--- config.mk ---
export PLATFORM = sky130hd
export DESIGN_NAME = snake_map_writer
export DESIGN_NICKNAME = d
export VERILOG_FILES = /design/src/rtl/snake_map_writer.sv
export SDC_FILE = /design/constraint.sdc
export NUM_CORES = 1
export LEC_CHECK = 0
export ABC_CLOCK_PERIOD_IN_PS = 7800
export CAP_MARGIN = 30
export CORE_ASPECT_RATIO = 1.75
export CORE_MARGIN = 4
export CORE_UTILIZATION = 54
export DETAILED_ROUTE_END_ITERATION = 6
export DONT_BUFFER_PORTS = 1
export GPL_ROUTABILITY_DRIVEN = 0
export MAX_ROUTING_LAYER = met4
export PLACE_DENSITY_LB_ADDON = 0.2
export SYNTH_ARGS = -nofsm -noshare
export SYNTH_HDL_FRONTEND = slang
export SYNTH_SLANG_ARGS = --single-unit
export TNS_END_PERCENT = 10
--- constraint.sdc ---
create_clock -name clk -period 7.8 [get_ports clk]
set_clock_uncertainty 0.1 [all_clocks]
set_input_delay 1.17 -clock clk [delete_from_list [all_inputs] [get_ports clk]]
set_output_delay 1.17 -clock clk [all_outputs]
set_load 0.05 [all_outputs]
--- src/rtl/snake_map_writer.sv ---
`default_nettype none
// ============================================================================
// Module      : snake_map_writer
// Description : Maintains a 16x16 snake tile map in an external RAM. Clears the
//               map, draws the initial 3-segment snake, then turns accepted
//               steps and food requests into ordered single-cycle tile writes.
// Revision    : 1.0 - initial release
// ============================================================================
module snake_map_writer #(
    parameter int MAX_LEN = 64
) (
    input  logic       clk,
    input  logic       rst,
    input  logic       step_valid,
    input  logic [1:0] dir,
    input  logic       grow,
    output logic       step_ready,
    input  logic       food_valid,
    input  logic [3:0] food_x,
    input  logic [3:0] food_y,
    output logic       food_ready,
    output logic       ram_we,
    output logic [7:0] ram_addr,
    output logic [3:0] ram_wdata,
    output logic       init_done,
    output logic       busy
);
    localparam int AW = $clog2(MAX_LEN);
    localparam int CW = AW + 1;
    localparam logic [1:0] DIR_RIGHT = 2'b01;

    typedef enum logic [3:0] {
        CLEAR, INIT_T, INIT_B, INIT_H, IDLE,
        W_OLDHEAD, W_NEWHEAD, W_CLRTAIL, W_NEWTAIL, W_FOOD
    } state_t;

    state_t        state;
    logic [7:0]    clr_cnt;
    logic [3:0]    head_x, head_y, new_x, new_y;
    logic [1:0]    head_dir, step_dir;
    logic          grow_q;
    logic [AW-1:0] rd_ptr, wr_ptr;
    logic [CW-1:0] count;

    // Segment queue: coordinates {y,x} and entry direction, oldest at rd_ptr
    logic [7:0]    seg_xy  [MAX_LEN];
    logic [1:0]    seg_dir [MAX_LEN];

    logic          push;
    logic [7:0]    push_xy;
    logic [1:0]    push_dir;
    logic [1:0]    eff_dir;
    logic [3:0]    nx, ny;
    logic [1:0]    h_side, v_side;
    logic [3:0]    body_code;

    // A reversal request is replaced by continuing straight; next head cell
    // uses 4-bit wraparound in both axes.
    always_comb begin
        eff_dir = (dir == {head_dir[1], ~head_dir[0]}) ? head_dir : dir;
        nx = head_x;
        ny = head_y;
        case (eff_dir)
            2'b00:   nx = head_x - 4'd1;
            2'b01:   nx = head_x + 4'd1;
            2'b10:   ny = head_y - 4'd1;
            default: ny = head_y + 4'd1;
        endcase
    end

    // Tile left behind at the old head: straight body or the corner joining
    // the side we came in from with the side we leave through.
    always_comb begin
        if (!head_dir[1]) begin
            h_side = {head_dir[1], ~head_dir[0]};
            v_side = eff_dir;
        end else begin
            h_side = eff_dir;
            v_side = {head_dir[1], ~head_dir[0]};
        end
        if (eff_dir == head_dir)
            body_code = head_dir[1] ? 4'h3 : 4'h2;
        else
            body_code = {2'b01, v_side[0], h_side[0]};
    end

    // Queue pushes happen when leaving each initial draw state and W_NEWHEAD
    always_comb begin
        push     = 1'b0;
        push_xy  = 8'h00;
        push_dir = DIR_RIGHT;
        case (state)
            INIT_T:    begin push = 1'b1; push_xy = 8'h86; end
            INIT_B:    begin push = 1'b1; push_xy = 8'h87; end
            INIT_H:    begin push = 1'b1; push_xy = 8'h88; end
            W_NEWHEAD: begin push = 1'b1; push_xy = {new_y, new_x}; push_dir = step_dir; end
            default:   ;
        endcase
    end

    // Segment storage write port
    always_ff @(posedge clk) begin
        if (push) begin
            seg_xy[wr_ptr]  <= push_xy;
            seg_dir[wr_ptr] <= push_dir;
        end
    end

    // Main sequencer: the ram_* registers are loaded on the edge entering a
    // write state, so ram_we is high exactly while that state is active.
    always_ff @(posedge clk or posedge rst) begin
        if (rst) begin
            state     <= CLEAR;
            clr_cnt   <= 8'h00;
            rd_ptr    <= '0;
            wr_ptr    <= '0;
            count     <= '0;
            head_x    <= 4'd8;
            head_y    <= 4'd8;
            head_dir  <= DIR_RIGHT;
            step_dir  <= DIR_RIGHT;
            grow_q    <= 1'b0;
            new_x     <= 4'd0;
            new_y     <= 4'd0;
            ram_we    <= 1'b0;
            ram_addr  <= 8'h00;
            ram_wdata <= 4'h0;
            init_done <= 1'b0;
        end else begin
            if (push) begin
                wr_ptr <= wr_ptr + AW'(1);
            end
            case (state)
                CLEAR: begin
                    if (ram_we && ram_addr == 8'hFF) begin
                        state     <= INIT_T;
                        ram_addr  <= 8'h86;
                        ram_wdata <= 4'h9;
                    end else begin
                        ram_we    <= 1'b1;
                        ram_addr  <= clr_cnt;
                        ram_wdata <= 4'h0;
                        clr_cnt   <= clr_cnt + 8'd1;
                    end
                end
                INIT_T: begin
                    state     <= INIT_B;
                    ram_addr  <= 8'h87;
                    ram_wdata <= 4'h2;
                    count     <= count + CW'(1);
                end
                INIT_B: begin
                    state     <= INIT_H;
                    ram_addr  <= 8'h88;
                    ram_wdata <= 4'hD;
                    count     <= count + CW'(1);
                end
                INIT_H: begin
                    state     <= IDLE;
                    ram_we    <= 1'b0;
                    init_done <= 1'b1;
                    count     <= count + CW'(1);
                    head_x    <= 4'd8;
                    head_y    <= 4'd8;
                    head_dir  <= DIR_RIGHT;
                end
                IDLE: begin
                    if (step_valid) begin
                        state     <= W_OLDHEAD;
                        ram_we    <= 1'b1;
                        ram_addr  <= {head_y, head_x};
                        ram_wdata <= body_code;
                        step_dir  <= eff_dir;
                        grow_q    <= grow;
                        new_x     <= nx;
                        new_y     <= ny;
                    end else if (food_valid) begin
                        state     <= W_FOOD;
                        ram_we    <= 1'b1;
                        ram_addr  <= {food_y, food_x};
                        ram_wdata <= 4'h1;
                    end else begin
                        ram_we    <= 1'b0;
                    end
                end
                W_OLDHEAD: begin
                    state     <= W_NEWHEAD;
                    ram_addr  <= {new_y, new_x};
                    ram_wdata <= {2'b11, step_dir};
                end
                W_NEWHEAD: begin
                    head_x   <= new_x;
                    head_y   <= new_y;
                    head_dir <= step_dir;
                    count    <= count + CW'(1);
                    if (!grow_q || count == CW'(MAX_LEN)) begin
                        // Old tail is read before this edge's push can land on it
                        state     <= W_CLRTAIL;
                        ram_addr  <= seg_xy[rd_ptr];
                        ram_wdata <= 4'h0;
                    end else begin
                        state  <= IDLE;
                        ram_we <= 1'b0;
                    end
                end
                W_CLRTAIL: begin
                    state     <= W_NEWTAIL;
                    rd_ptr    <= rd_ptr + AW'(1);
                    count     <= count - CW'(1);
                    ram_addr  <= seg_xy[rd_ptr + AW'(1)];
                    ram_wdata <= {2'b10, seg_dir[rd_ptr + AW'(2)]};
                end
                W_NEWTAIL, W_FOOD: begin
                    state  <= IDLE;
                    ram_we <= 1'b0;
                end
                default: begin
                    state  <= CLEAR;
                    ram_we <= 1'b0;
                end
            endcase
        end
    end

    assign step_ready = (state == IDLE);
    assign food_ready = (state == IDLE) && !step_valid;
    assign busy       = (state != IDLE);

endmodule
`default_nettype wire

After elaboration in Yosys (flattened, before gate mapping)
Memory sizes are Yosys's and may differ from the RTL's.
Index checks and enable logic that the tools add are counted.
- flip-flop bits (word level): 66
- RAM bits: 640
- input bits: 15
- output and inout bits: 17
- logic and storage cells: 107
- memories kept: 2
- memories (memory ; depth ; width ; rd ports ; clocked after Yosys merged registers in ; write ports ; line ; source):
    seg_xy ; 64 ; 8 ; 2 ; 0 ; 1 ; 46 ; logic [7:0] seg_xy [MAX_LEN];
    seg_dir ; 64 ; 2 ; 1 ; 0 ; 1 ; 47 ; logic [1:0] seg_dir [MAX_LEN];
- add/subtract/negate cells: 10
- eq/ne operators: 21
- mux-type cells: 36
- bitwise gates (word level): 3
- reductions and logical operators: 19
- operators with widths (cell ; count):
    $pmux W8 S7 ; 1
    $mux W8 ; 4
    $pmux W4 S2 ; 4
    $pmux W4 S8 ; 1
    $pmux W8 S4 ; 1
    $mux W4 ; 7
    $pmux W4 S7 ; 1
    $eq A4 B3 Y1 const B ; 4
    $pmux W7 S2 ; 1
    $add A6 B1 Y6 const B ; 2
    $mux W1 ; 10
    $add A4 B1 Y4 const B ; 2
    $add A8 B1 Y8 const B ; 1
    $eq A4 B2 Y1 const B ; 2
    $eq A4 B4 Y1 const B ; 2
    $eq A8 B8 Y1 const B ; 1
    $ne A2 B2 Y1 const B ; 4
    $reduce_or A4 Y1 ; 2
    $sub A4 B1 Y4 const B ; 2
    $add A7 B1 Y7 const B ; 1
    $eq A7 B7 Y1 const B ; 1
    $reduce_bool A7 Y1 ; 1
    $sub A7 B1 Y7 const B ; 1
    $add A6 B2 Y6 const B ; 1
    21 further kinds ; 32

Logic depth before layout (Yosys ltp)
Gate-level depths: netlist of the first run.
- depth in word-level cells: 7
- gate-level depth with buffers: 13
- gate-level depth less buffers: 10

Worst setup path after synthesis of the first run
OpenSTA, ideal clock, no wires.
- kind: register to register
- from: register state[3]
- to: memory seg_xy[0][7], data pin
- library setup time: 0.681 ns
- arrival: 3.307 ns
- required time: 7.019 ns
- setup slack: 3.712 ns
- cell stages (with the launch flop): 4
- buffers on the path: 2
- clock period less this slack: 4.088 ns
- cells stage by stage: dfrtp_1 clkbuf_1 buf_1 nor3_1
- longest elaborated chain between the ends: 2
- elaborated cells between the ends (all ways): 5
- those cells by class: eq/ne (4); mux (1)
- ends and longest elaborated chain (what ; line ; source):
    start: declaration ; 37 ; state_t state;
    start signal: assignment ; 113 ; state <= CLEAR;
    start signal: assignment ; 136 ; state <= INIT_T;
    start signal: assignment ; 147 ; state <= INIT_B;
    $eq A4 B3 Y1 (tied with other cells) ; 92 ; case (state)
    $pmux W8 S4 * ; 92 ;
    named net push_xy[7] ; 50 ; logic [7:0] push_xy;
    end: declaration ; 46 ;
The timed path passes the listed nets; every way through them passes the cells marked *.

Final worst setup path of the first run
- from: register state[2]
- to: output port food_ready
- longest elaborated chain between the ends: 2
- ends and longest elaborated chain (what ; line ; source):
    $eq A4 B3 Y1 ; 226 ; assign food_ready = (state == IDLE) && !step_valid;
    $logic_and A1 B1 Y1 ; 226 ;
    end: declaration ; 21 ; output logic food_ready,
No other way between the ends.

==> results.json, run 1 <==
{
  "path_max_fanout": 17,
  "firstDrtPassIters": 7,
  "area_growth_pct": 10.6,
  "cts_num_sinks": 706,
  "root_buffer": "clkbuf_16",
  "overflow": 0,
  "netlist.area_leader.share_pct": 58.5,
  "grt_usage_pct": 29.7,
  "insertion_delay_ns": 0.64,
  "io_pins": 32,
  "port_buffers": 0,
  "critPathSlowestCell": "nor2_1",
  "cts_tree": "yes",
  "cp_cell_sequence": "nor2b_1 > nand2_1 > nor2_1",
  "seq_area_frac_synth_pct": 63.6,
  "rsz0062_at_grt": "false",
  "post_cts_buffers": 0,
  "cts.path.max_buffers": 3,
  "period_needed_ns": 4.70,
  "die_w_um": 194,
  "crit_path_start_kind": "register",
  "tightestPinTransition_ns": 1.03,
  "grt_pass1_wl_um": 137000,
  "coreArea_mm2": 0.0602,
  "violations": "DRC",
  "finalSetupViolations": 0,
  "drc_errors": 2,
  "cts_resized": 0,
  "yosysTopAreaCell": "edfxtp_1",
  "grt_pass1_vias": 20000,
  "finalHoldViolations": 0,
  "cts_hold_buf": 0,
  "ys_seq_elements": 706,
  "yosys.cell_types.count": 67,
  "p_leak_uw": 0.0120,
  "die_h_um": 334,
  "setup_tns_ns": 0,
  "grt_max_degree": 117,
  "wl_per_cell_um": 33.4,
  "synth_edf_count": 640,
  "outcome": "complete, but fails checks",
  "clkTransAtPathRegs_ns": 0.07,
  "dp_hpwl_um": 63300,
  "start_util_pct": 54.6,
  "via_count": 19600,
  "drive_gt1_share_pct": 25.0,
  "power_uw": 14600,
  "fill_cells": 4350,
  "ctsHtreeMaxLevel": 2,
  "die-area_mm2": 0.0650,
  "finalMaxSlewViolations": 0,
  "powerDensity_mw_per_mm2": 403,
  "layout.nets": 2015,
  "slew_headroom_pct": 30.9,
  "drtAntennaViolNets": 0,
  "synthCells": 1959,
  "endpoint_kind": "primary output",
  "cp.arrival_ns": 3.43,
  "cts_buffers": 60,
  "timing.fmax_ghz": 0.213,
  "syn_nets": 1988,
  "worstSetupPathType": "reg2out",
  "cpPeakStageDelay_ns": 0.89,
  "viasPerCell": 6.96,
  "synthArstFlopShare_pct": 9.35,
  "antenna_found_initial": 1,
  "synth.avg_cell_area_um2": 16.8,
  "vdd_drop_max_uv": 309,
  "synth_ff_type": "edfxtp_1",
  "maxCapViolations": 0,
  "finalCritPeriodShare_pct": 60.2,
  "drt-total-wl_um": 94200,
  "dr.first_iter.drc_count": 2527,
  "min_path_type": "in2async",
  "synth.cell_area_mm2": 0.0328,
  "ys.warnings.count": 0,
  "rows": 119,
  "synth_area_leaders": "edfxtp_1, mux4_2, dfrtp_1",
  "rr_worst_depth": 9,
  "cp.required_ns": 6.53
}
==> registers in the layout, summed over array words and instances (netlist names), 2 cells and up <==
register,flops
clr_cnt,8
count,7
head_dir,2
head_x,4
head_y,4
new_x,4
new_y,4
ram_addr,8
ram_wdata,4
rd_ptr,6
seg_dir,128
seg_xy,512
state,4
step_dir,2
wr_ptr,6
==> worst paths after layout <==
path / startpoint / endpoint / slack [ns]
min in group clk: count[6]$_DFFE_PP0P_ / count[6]$_DFFE_PP0P_ / 0.38
worst max-delay path: state[2]$_DFFE_PP0P_ / food_ready / 3.10
max in group asynchronous: rst / step_dir[0]$_DFFE_PP1P_ / 6.75
worst max register to register: rd_ptr[0]$_DFFE_PP0P_ / ram_addr[1]$_DFFE_PP0P_ / 3.36
worst min register to register: count[6]$_DFFE_PP0P_ / count[6]$_DFFE_PP0P_ / 0.38
worst min-delay path: rst / ram_we$_DFFE_PP0P_ / 0.26
==> per-layer routing <==
| metal | track usage [%] | routed length, um | up-vias |
|---|---|---|---|
| met2 | 50.7 | 49100 | 1115 |
| li1 | - | - | 8028 |
| met5 | - | 0 | - |
| met3 | 3.93 | 6920 | 314 |
| met1 | 34.1 | 31300 | 10200 |
| met4 | 16.8 | 6890 | 0 |
==> power by group <==
group          leakage, uW  internal (uW)  switching (uW)  total [uW]
logic              0.00434           2350            3650        6000
registers          0.00664           4810             505        5310
clock network      0.00106           1940            1380        3330
==> critical path, delay by kind of cell (launching register included) <==
family	cells	cell delay, ns
and+or+nand+nor	3	2.09
DFF	1	0.71
==> cells by family (layout without fill, tap and decap cells) <==
family | count (synthesis) | after routing | share of synthesized area (%)
other cells | 0 | 1 | 0
mux | 384 | 384 | 21.4
xor+xnor | 43 | 43 | 1.17
compound gates | 264 | 264 | 5.43
buf+inv | 149 | 226 | 2.31
simple gates | 399 | 399 | 5.50
flops | 706 | 706 | 63.6
fa+ha+maj | 14 | 14 | 0.579
==> cell usage after synthesis, drive strengths merged (25+ instances only) <==
cell type and count:
o21ai 53, buf 82, a21oi 37, a211oi 30, edfxtp 640, o22ai 25
nand2 144, clkbuf 54, nand3 40, xnor2 28, mux2i 117, nor2 117
mux4 254, a31oi 26, dfrtp 62
==> placed cells by master (no fill, tap or decap), drive strengths merged, types with 5 or more instances in the layout <==
cell type,instances
nand2,144
and3,15
a21oi,37
o221ai,17
a211oi,30
clkinv,20
and2,8
edfxtp,640
o21ai,53
a31oi,26
a21o,8
xor2,15
nor2,117
a22oi,20
nor3,14
dfrtp,62
mux4,254
a2111oi,6
xnor2,28
buf,101
mux2i,117
mux2,13
o21a,5
clkinvlp,7
nand2b,5
nand4,16
o22ai,25
ha,12
clkbuf,70
inv,14
nor2b,21
bufinv,14
nand3,40
==> final cells by class <==
type | instances | area (um2) | area share [%]
timing repair buffer | 101 | 878 | 2.42
sequential | 706 | 20900 | 57.5
multi-input combinational | 1104 | 11300 | 31.2
inverter | 13 | 48.8 | 0.134
tap | 786 | 983 | 2.71
antenna | 1 | 2.50 | 0.00689
clock buffer | 70 | 1610 | 4.43
clock inverter | 42 | 586 | 1.61
==> stage by stage <==
step	cell area [um2]	hold WS (ns)	utilization (%)	setup WS, ns	instances
floorplan	32800	0.339	-	3.71	1959
global placement	33800	0.352	56.2	3.38	2677
detailed placement	34100	0.362	56.6	3.36	2707
CTS	36300	0.379	60.3	3.16	2819
global route	36300	0.255	60.4	2.97	2822
finish	36300	0.261	60.4	3.10	2823
Power figures use the tool's default switching activity.
==> run 2: changes to the inputs <==
--- a/config.mk
+++ b/config.mk
@@ -5,7 +5,7 @@
 export SDC_FILE = /design/constraint.sdc
 export NUM_CORES = 1
 export LEC_CHECK = 0
-export ABC_CLOCK_PERIOD_IN_PS = 7800
+export ABC_CLOCK_PERIOD_IN_PS = 4800
 export CAP_MARGIN = 30
 export CORE_ASPECT_RATIO = 1.75
 export CORE_MARGIN = 4
==> constraint.sdc (replaced) <==
create_clock -name clk -period 4.8 [get_ports clk]
set_clock_uncertainty 0.1 [all_clocks]
set_input_delay 0.72 -clock clk [delete_from_list [all_inputs] [get_ports clk]]
set_output_delay 0.72 -clock clk [all_outputs]
set_load 0.05 [all_outputs]
==> results.json, run 2 (synthesis gave the netlist of run 1 again) <==
{
  "outcome": "complete, no violations",
  "dr.first_iter.drc_count": 2402,
  "cts_buffers": 60,
  "overflow": 0,
  "critical_path.top_delay_family": "compound AO/OA/AOI/OAI gates",
  "coreArea_mm2": 0.0602,
  "drive_gt1_share_pct": 25.4,
  "cts_hold_buf": 0,
  "timing.fmax_ghz": 0.264,
  "port_buffers": 0,
  "timing.final.ws_setup_ns": 1.02,
  "die_h_um": 334,
  "clkTransAtPathRegs_ns": 0.07,
  "finalSetupViolations": 0,
  "slew_headroom_pct": 29.9,
  "vdd_drop_max_uv": 445,
  "rsz0062_at_grt": "false",
  "cpPeakStageDelay_ns": 0.74,
  "ctsHtreeMaxLevel": 2,
  "dp_hpwl_um": 62900,
  "wl_per_cell_um": 33.1,
  "grt_pass1_vias": 20300,
  "register_area_mm2": 0.0209,
  "fill_cells": 4398,
  "final_util_pct": 60.3,
  "layout.nets": 2046,
  "sw_frac_of_total_pct": 37.9,
  "internal-power_uw": 14500,
  "multi_input_area_mm2": 0.0113,
  "grt_max_degree": 91,
  "insertion_delay_ns": 0.63,
  "endpoint_kind": "register",
  "cts_tree": "yes",
  "finalCritPeriodShare_pct": 78.8,
  "drc_errors": 0,
  "cp.required_ns": 5.21,
  "path_buf_inv": 1,
  "powerDensity_mw_per_mm2": 645,
  "io_pins": 32,
  "antenna_found_initial": 0,
  "hold_slack_ns": 0.0644,
  "largest_register_ff_count": 512,
  "via_count": 19700,
  "post_cts_buffers": 0,
  "worstSetupPathType": "reg2reg",
  "period_needed_ns": 3.78,
  "final_common_cell": "edfxtp_1",
  "crit_path_start_kind": "register",
  "rows": 119,
  "min_path_type": "in2async",
  "finalHoldViolations": 0,
  "area_growth_pct": 10.5,
  "final_cell_mix": "edfxtp_1, mux4_2, nand2_1, buf_4, mux2i_1",
  "root_buffer": "clkbuf_16",
  "viasPerCell": 6.92,
  "die-area_mm2": 0.0650,
  "grt_usage_pct": 29.9,
  "grt_pass1_wl_um": 138000,
  "top_register": "seg_xy",
  "drtAntennaViolNets": 0,
  "power_uw": 23400,
  "cp.arrival_ns": 4.19,
  "antenna_cells": 0,
  "finalMaxSlewViolations": 0,
  "reg.largest.list": "seg_xy: 512 flops, seg_dir: 128 flops",
  "path_max_fanout": 47,
  "p_leak_uw": 0.0121,
  "firstDrtPassIters": 6,
  "tightestPinTransition_ns": 1.05,
  "switchingPower_uw": 8880,
  "cp_cell_sequence": "ha_4 > buf_12 > mux4_2 > and2_0 > a2111oi_0 > a31oi_1 > nand4_1 > and4_1 > a21oi_1",
  "maxCapViolations": 0,
  "p_seq_share_pct": 36.8,
  "die_w_um": 194,
  "clkPwrFrac_pct": 21.2,
  "start_util_pct": 54.6,
  "cts_resized": 0,
  "p_comb_share_pct": 42.0,
  "cts.path.max_buffers": 3,
  "drt-total-wl_um": 94400,
  "cts_num_sinks": 706,
  "setup_tns_ns": 0,
  "critPathSlowestCell": "ha_4",
  "dp_worst_setup_slack_ns": 1.09
}
==> run 2: changes by cell type in the layout (fill, tap and decap cells not counted), moves of 6 or more <==
cell | previous run | this run
buf_6 | 8 | 1
nor2_2 | 6 | 0
buf_4 | 87 | 122
nor2_1 | 109 | 115
==> run 2: power groups by stage <==
| stage | Combinational (uW) | Clock, uW | Sequential [uW] |
|---|---|---|---|
| 2_1_floorplan | 6820 | 0 | 8360 |
| 3_3_place_gp | 9590 | 0 | 8680 |
| 3_5_place_dp | 9730 | 0 | 8720 |
| 4_1_cts | 9780 | 5030 | 8580 |
| 5_1_grt | 10300 | 5280 | 8650 |
| 6_report | 9830 | 4970 | 8610 |
==> run 2: worst paths after layout <==
kind	from	end	slack (ns)	cells after the start
setup / recovery	rd_ptr[0]$_DFFE_PP0P_	ram_addr[1]$_DFFE_PP0P_	1.02	9
hold / removal	rst	count[1]$_DFFE_PP0P_	0.06	1
setup reg to reg	rd_ptr[0]$_DFFE_PP0P_	ram_addr[1]$_DFFE_PP0P_	1.02	9
hold reg to reg	count[6]$_DFFE_PP0P_	count[6]$_DFFE_PP0P_	0.38	1
max in group asynchronous	rst	rd_ptr[1]$_DFFE_PP0P_	3.60	2
min in group clk	grow	grow_q$_DFFE_PP0P_	0.12	2
==> run 2: worst reg2reg max path: cells and delay by family (launching register included) <==
| family | cells | cell delay (ns) |
|---|---|---|
| muxes | 1 | 0.39 |
| DFF | 1 | 0.64 |
| adders and majority gates | 1 | 0.74 |
| AOI/OAI and AO/OA | 3 | 0.85 |
| and+or+nand+nor | 3 | 0.55 |
| buffers and inverters | 1 | 0.40 |
==> run 2: through the flow <==
step | std cells | area (um2)
after global placement | 2737 | 34200
after global routing | 2849 | 36300
final | 2849 | 36300
after detailed placement | 2739 | 34300
after floorplan | 1959 | 32800
after CTS | 2847 | 36200
==> run 2: layout make-up <==
cell class,instances,share of cell area [%]
clock inverter,38,1.15
tap,786,2.71
multi-input combinational,1104,31.1
inverter,13,0.135
clock buffer,70,4.30
timing repair buffer,132,3.05
sequential,706,57.6
==> run 2: metal layers <==
metal / part of all wire [%] / track usage [%] / vias up
met4: 6.8 / 16.0 / 0
met2: 52 / 51.0 / 1071
met3: 7.5 / 3.93 / 302
met5: 0 / - / -
li1: - / - / 8095
met1: 34 / 34.7 / 10300
